$ cat config.mk
export PLATFORM = sky130hd
export DESIGN_NAME = pio_fifo_pair
export DESIGN_NICKNAME = d
export VERILOG_FILES = /design/src/rtl/pio_fifo_pair.sv
export SDC_FILE = /design/constraint.sdc
export NUM_CORES = 1
export LEC_CHECK = 0
export CAP_MARGIN = 30
export CORE_ASPECT_RATIO = 1.4
export CORE_MARGIN = 2
export CORE_UTILIZATION = 55
export CTS_BUF_LIST = sky130_fd_sc_hd__clkbuf_4 sky130_fd_sc_hd__clkbuf_8
export DETAILED_ROUTE_END_ITERATION = 8
export PLACE_DENSITY = 0.74
export SETUP_SLACK_MARGIN = 0.15
export SLEW_MARGIN = 20
export SYNTH_ARGS = -nofsm -noshare
export SYNTH_HDL_FRONTEND = slang
export SYNTH_SLANG_ARGS = --single-unit
$ cat constraint.sdc
create_clock -name clk -period 11 [get_ports clk]
set_clock_uncertainty 0.2 [all_clocks]
set_input_delay 1.65 -clock clk [delete_from_list [all_inputs] [get_ports clk]]
set_output_delay 1.65 -clock clk [all_outputs]
set_load 0.01 [all_outputs]
$ cat src/rtl/pio_fifo_pair.sv
// pio_fifo_pair: TX (host->machine) and RX (machine->host) FIFO pair for one
// PIO state machine. Two DEPTH-entry banks; either FIFO can borrow the other's
// bank for a 2*DEPTH capacity. Sticky over/underflow flags with write-1-to-clear.
//
// Ports:
//   clk, reset            clock, synchronous active-high reset
//   join_tx, join_rx      lend RX bank to TX / TX bank to RX (both = neither)
//   tx_push, tx_din       host write into TX
//   tx_pull               machine pops TX head
//   tx_dout/full/empty/level  TX show-ahead head word and status
//   rx_push, rx_din       machine write into RX
//   rx_pull               host pops RX head
//   rx_dout/full/empty/level  RX show-ahead head word and status
//   dbg_clr               write-1-to-clear {rx_under, rx_over, tx_under, tx_over}
//   dbg                   sticky flags {rx_under, rx_over, tx_under, tx_over}
module pio_fifo_pair #(
   parameter int unsigned WIDTH   = 32,
   parameter int unsigned DEPTH   = 4,
   parameter int unsigned LEVEL_W = $clog2(2*DEPTH)+1
) (
   input  logic               clk,
   input  logic               reset,
   input  logic               join_tx,
   input  logic               join_rx,
   input  logic               tx_push,
   input  logic [WIDTH-1:0]   tx_din,
   input  logic               tx_pull,
   output logic [WIDTH-1:0]   tx_dout,
   output logic               tx_full,
   output logic               tx_empty,
   output logic [LEVEL_W-1:0] tx_level,
   input  logic               rx_push,
   input  logic [WIDTH-1:0]   rx_din,
   input  logic               rx_pull,
   output logic [WIDTH-1:0]   rx_dout,
   output logic               rx_full,
   output logic               rx_empty,
   output logic [LEVEL_W-1:0] rx_level,
   input  logic [3:0]         dbg_clr,
   output logic [3:0]         dbg
);

   localparam int unsigned PTR_W   = $clog2(2*DEPTH);
   localparam int unsigned ENTRIES = 2*DEPTH;

   localparam logic [LEVEL_W-1:0] CAP_NORM  = LEVEL_W'(DEPTH);
   localparam logic [LEVEL_W-1:0] CAP_JOIN  = LEVEL_W'(ENTRIES);
   localparam logic [PTR_W-1:0]   BANK_FLIP = PTR_W'(DEPTH);

   // Unified storage: entries [0,DEPTH) are bank0, [DEPTH,2*DEPTH) are bank1.
   logic [WIDTH-1:0] mem [ENTRIES];

   // Effective mode {rx_joined, tx_joined}; both-set collapses to 00.
   logic [1:0] mode_d, mode_q;
   logic       flush;

   logic [LEVEL_W-1:0] tx_cap, rx_cap;
   logic [PTR_W-1:0]   tx_wr_q, tx_wr_d, tx_rd_q, tx_rd_d;
   logic [PTR_W-1:0]   rx_wr_q, rx_wr_d, rx_rd_q, rx_rd_d;
   logic [LEVEL_W-1:0] tx_lvl_q, tx_lvl_d, rx_lvl_q, rx_lvl_d;
   logic               tx_push_ok, tx_pull_ok, rx_push_ok, rx_pull_ok;
   logic [3:0]         dbg_q, dbg_d, dbg_set;

   // Advance a pointer modulo the current capacity.
   function automatic logic [PTR_W-1:0] ptr_inc(input logic [PTR_W-1:0] p,
                                                 input logic [LEVEL_W-1:0] cap);
      logic [LEVEL_W-1:0] nxt;
      nxt = LEVEL_W'(p) + LEVEL_W'(1);
      return (nxt == cap) ? '0 : nxt[PTR_W-1:0];
   endfunction

   assign mode_d = {join_rx & ~join_tx, join_tx & ~join_rx};
   assign flush  = (mode_d != mode_q);

   // Capacity follows the registered mode so it always matches pointer layout.
   always_comb begin
      tx_cap = CAP_NORM;
      rx_cap = CAP_NORM;
      if (mode_q[0]) begin
         tx_cap = CAP_JOIN;
         rx_cap = '0;
      end else if (mode_q[1]) begin
         tx_cap = '0;
         rx_cap = CAP_JOIN;
      end
   end

   assign tx_full  = (tx_lvl_q == tx_cap);
   assign tx_empty = (tx_lvl_q == '0);
   assign rx_full  = (rx_lvl_q == rx_cap);
   assign rx_empty = (rx_lvl_q == '0);
   assign tx_level = tx_lvl_q;
   assign rx_level = rx_lvl_q;
   assign dbg      = dbg_q;

   // TX starts in bank0; RX starts in bank1 (address MSB flipped).
   assign tx_dout = tx_empty ? '0 : mem[tx_rd_q];
   assign rx_dout = rx_empty ? '0 : mem[rx_rd_q ^ BANK_FLIP];

   // Accepts; everything is discarded during a mode-change flush.
   assign tx_pull_ok = tx_pull & ~tx_empty & ~flush;
   assign tx_push_ok = tx_push & (~tx_full | tx_pull_ok) & ~flush;
   assign rx_pull_ok = rx_pull & ~rx_empty & ~flush;
   assign rx_push_ok = rx_push & (~rx_full | rx_pull_ok) & ~flush;

   assign dbg_set = {rx_pull & rx_empty & ~flush,
                     rx_push & ~rx_push_ok & ~flush,
                     tx_pull & tx_empty & ~flush,
                     tx_push & ~tx_push_ok & ~flush};

   // Next-state for pointers, levels and flags.
   always_comb begin
      tx_wr_d  = tx_wr_q;
      tx_rd_d  = tx_rd_q;
      rx_wr_d  = rx_wr_q;
      rx_rd_d  = rx_rd_q;
      tx_lvl_d = tx_lvl_q;
      rx_lvl_d = rx_lvl_q;
      dbg_d    = (dbg_q & ~dbg_clr) | dbg_set;

      if (flush) begin
         tx_wr_d  = '0;
         tx_rd_d  = '0;
         rx_wr_d  = '0;
         rx_rd_d  = '0;
         tx_lvl_d = '0;
         rx_lvl_d = '0;
      end else begin
         if (tx_push_ok) tx_wr_d = ptr_inc(tx_wr_q, tx_cap);
         if (tx_pull_ok) tx_rd_d = ptr_inc(tx_rd_q, tx_cap);
         if (rx_push_ok) rx_wr_d = ptr_inc(rx_wr_q, rx_cap);
         if (rx_pull_ok) rx_rd_d = ptr_inc(rx_rd_q, rx_cap);
         if (tx_push_ok && !tx_pull_ok) tx_lvl_d = tx_lvl_q + LEVEL_W'(1);
         if (!tx_push_ok && tx_pull_ok) tx_lvl_d = tx_lvl_q - LEVEL_W'(1);
         if (rx_push_ok && !rx_pull_ok) rx_lvl_d = rx_lvl_q + LEVEL_W'(1);
         if (!rx_push_ok && rx_pull_ok) rx_lvl_d = rx_lvl_q - LEVEL_W'(1);
      end
   end

   // Control state registers.
   always_ff @(posedge clk) begin
      if (reset) begin
         mode_q   <= '0;
         tx_wr_q  <= '0;
         tx_rd_q  <= '0;
         rx_wr_q  <= '0;
         rx_rd_q  <= '0;
         tx_lvl_q <= '0;
         rx_lvl_q <= '0;
         dbg_q    <= '0;
      end else begin
         mode_q   <= mode_d;
         tx_wr_q  <= tx_wr_d;
         tx_rd_q  <= tx_rd_d;
         rx_wr_q  <= rx_wr_d;
         rx_rd_q  <= rx_rd_d;
         tx_lvl_q <= tx_lvl_d;
         rx_lvl_q <= rx_lvl_d;
         dbg_q    <= dbg_d;
      end
   end

   // Storage writes; banks never overlap between TX and RX in any mode.
   always_ff @(posedge clk) begin
      if (!reset) begin
         if (tx_push_ok) mem[tx_wr_q] <= tx_din;
         if (rx_push_ok) mem[rx_wr_q ^ BANK_FLIP] <= rx_din;
      end
   end

endmodule

==> reports/qor.txt <==
Status - completed
Worst path slowest cell - buf_4
Power consumption - 2309 uW
Crit start category - flip-flop
Critical Setup Path Class - flip-flop to primary output
Rows - 76
Synthesized instance count - 1,058
Overall Global Routing Usage - 0.2638
DRT antenna net count - 0
HP Class - flip-flop to flip-flop
Routed vias - 10,480
Max Cap Viol - 0
Num CTS Buffers - 45
Remaining DRCs - 0
Final hold vios - 0
IO buf count - 155
Top post-synthesis cells by area - edfxtp_1 (45%), mux4_2 (17%), mux2_2 (12%)
Endpoints failing setup - 0
Mean routed wirelength per cell - 26.09 um
Worst setup EP type - primary output
Skew-Pair Late Insertion Delay - 590 ps
P_leak - 0.006616 uW
I/O Pins - 156
Register area share after synthesis - 0.4830
Worst hold path endpoint - dbg[2]$_SDFF_PP0_
Aggregate global routing overflow - 0
Drt via density - 6.411
Hold-fix buffers, CTS - 0
Setup bufs post-CTS - 0
Pwr/cell area - 115.9 mW/mm^2
Die Y - 212.7 um
CP bufs+invs - 2
Yosys top cell by area - edfxtp_1
First-pass GRT wire length - 65,410 um
Tcrit/Tclk final - 0.4934
CTS H-tree depth - 2
Worst hold start - dbg[2]$_SDFF_PP0_
Primary FF master, synth - edfxtp_1
Area Overhead vs Synth - 16.39%
Synth Cell Area - 0.01712 sq mm
Hold path cells - 2
WP data arrival - 3580 ps
Sum of negative setup slack - 0 ps
Largest net degree at the start of global routing - 47
Gpl congestion - 0.7788
Syn_nets - 1,146
Fillers - 2,234
Synth async-reset ratio - 0
CTS tree - yes
Clock transition at the registers of the reported paths - 60 ps
Clock sinks - 285
Post-Syn Area per Cell - 16.18 sq um
EDFF count, synth - 256
Rel. slew slack - 0.4090
Vias in the first global route - 11,180
Synth Warn # - 0
FF-to-FF setup slack - 7300 ps
Max Root-Sink Buffers - 3
Slew Viols, Final - 0
Worst-path cell chain - buf_4 -> mux4_2 -> mux2i_1 -> nor2_1 -> clkdlybuf4s50_1
Initial antenna violation count - 0
Min cycle time layout - 5427 ps
Share of cells above drive strength 1 - 0.4204
Biggest cell delay along the critical path - 780 ps
Largest fanout on the critical path - 39
Reg area - 0.008285 sq mm
Area of the multi-input gates - 0.008388 sq mm
Unrepaired setup endpoints after global routing - no
Max rail drop VDD - 91.81 uV
Reg-to-Reg Start - mode_q[0]$_SDFF_PP0_
Worst r2r path cells - 10
Worst-margin pin slew - 883.8 ps
Synth top area share - 0.4491
# diodes - 0
Core area - 0.03071 sq mm
DIE AREA - 0.03257 sq mm
Iteration count of the initial detailed-routing pass - 5
Final WL - 42,630 um
FF-to-FF End - tx_level[3]$_SDFFE_PP0P_
Final #Nets - 1,296
Die width - 153.1 um
Netlist cell types - 55
Starting DRT DRC Count - 665
Final HPWL DP - 26,000 um
Critical path's top delay family - buffers and inverters
CTS resizes - 0
Worst Path Required - 9150 ps
Max Freq - 184.3 MHz
Root Driver - clkbuf_8
Synthesized flop and latch total - 285
Initial Util - 0.5573
## sequential cells by signal, indices dropped and copies added (netlist names), named ones only
| signal | flops |
|---|---|
| mem | 256 |
| dbg | 4 |
| rx_level | 4 |
| tx_level | 4 |
| rx_rd_q | 3 |
| rx_wr_q | 3 |
| tx_rd_q | 3 |
| tx_wr_q | 3 |
| mode_q | 2 |
## power by group
part / total, uW / internal, uW / switching, uW / leakage (uW)
clock network: 880 / 457 / 423 / 0.000459
logic: 228 / 123 / 106 / 0.00361
registers: 1200 / 1190 / 8.70 / 0.00255
total: 2310 / 1770 / 537 / 0.00662
## layout make-up
type | instances | share of cell area
inverter | 12 | 0.002261
clock buffer | 65 | 0.03925
sequential | 285 | 0.4159
clock inverter | 18 | 0.003893
tap | 390 | 0.02449
multi-input combinational | 674 | 0.4210
timing repair buffer | 190 | 0.09326
## routing by layer
layer | part of all wire | track usage
met4 | 0.027 | 0.09387
met2 | 0.54 | 0.4761
met5 | 0 | 0
met3 | 0.048 | 0.03714
met1 | 0.39 | 0.3250
## worst reg2reg max path, cell delays in order, from the launching register on
cell and delay (ps):
dfxtp_1 710, nor2_1 240, a211oi_1 290, buf_4 220, a211o_1 600, ha_1 340, ha_1 250, a21o_1 180
a21oi_1 170, mux2i_1 250, mux2i_1 200
## synthesized netlist by cell type, types with 4 or more instances
library cell / n
nand2b_1: 5
mux2_2: 180
o2111ai_4: 6
buf_6: 21
o41ai_1: 4
mux2_4: 76
buf_1: 14
nand3_1: 12
xor2_1: 7
a21oi_1: 12
edfxtp_1: 256
nor2_1: 84
or4_1: 5
buf_4: 8
mux2i_1: 76
nand2_1: 7
dfxtp_1: 29
clkbuf_1: 30
o21ai_0: 6
ha_1: 10
nor4b_1: 5
mux4_2: 128
inv_1: 12
buf_2: 14
nor4_1: 4
## through the flow
stage	hold slack [ps]	cell area (sq um)	util	std cells	worst slack (ps)
after floorplan	271.6	17120	-	1058	4489
after global placement	261.1	19000	0.6185	1548	5891
after detailed placement	270.1	19050	0.6203	1550	5864
after CTS	280.5	19910	0.6483	1633	5508
after global routing	308.8	19920	0.6487	1634	5402
final	272.2	19920	0.6487	1634	5573
## worst max-delay path by stage
stage | slack [ps] | start | depth (start not counted) | endpoint
4_1_cts | 5510 | flip-flop | 5 | tx_dout[31]
2_1_floorplan | 4490 | join_tx | 5 | mem[2][0]$_DFFE_PP_
3_5_place_dp | 5860 | join_tx | 11 | tx_level[3]$_SDFFE_PP0P_
6_report | 5570 | flip-flop | 5 | tx_dout[21]
3_3_place_gp | 5890 | join_tx | 11 | tx_level[3]$_SDFFE_PP0P_
5_1_grt | 5400 | flip-flop | 5 | tx_dout[21]
## cells by family (layout without fill, tap and decap cells)
family                     count (synthesis)  count (layout)  synth area share
muxes                                    460             460            0.3979
DFF                                      285             285            0.4830
and+or+nand+nor                          145             145           0.04291
buffers and inverters                     99             285           0.03370
AOI/OAI and AO/OA                         48              48           0.02821
adders and majority gates                 12              12          0.009649
xor gates and xnor gates                   9               9          0.004605
## layout by cell type, fill, tap and decap left out, drive strengths merged, types with 3 or more instances in the layout
cell type	netlist	final
nor4bb	3	3
o21ai	6	6
ha	10	10
o41ai	4	4
mux2i	76	76
clkbuf	30	65
clkdlybuf4s50	0	155
mux2	256	256
o2111ai	9	9
or3	3	3
nor4	4	4
nor4b	5	5
buf	57	35
or4	5	5
clkinv	0	17
nand2	7	7
nand3	12	12
inv	12	12
edfxtp	256	256
nor2	84	84
mux4	128	128
nand2b	5	5
a21oi	12	12
dfxtp	29	29
nor3b	4	4
xor2	7	7
(Power assumes the default switching activity.)
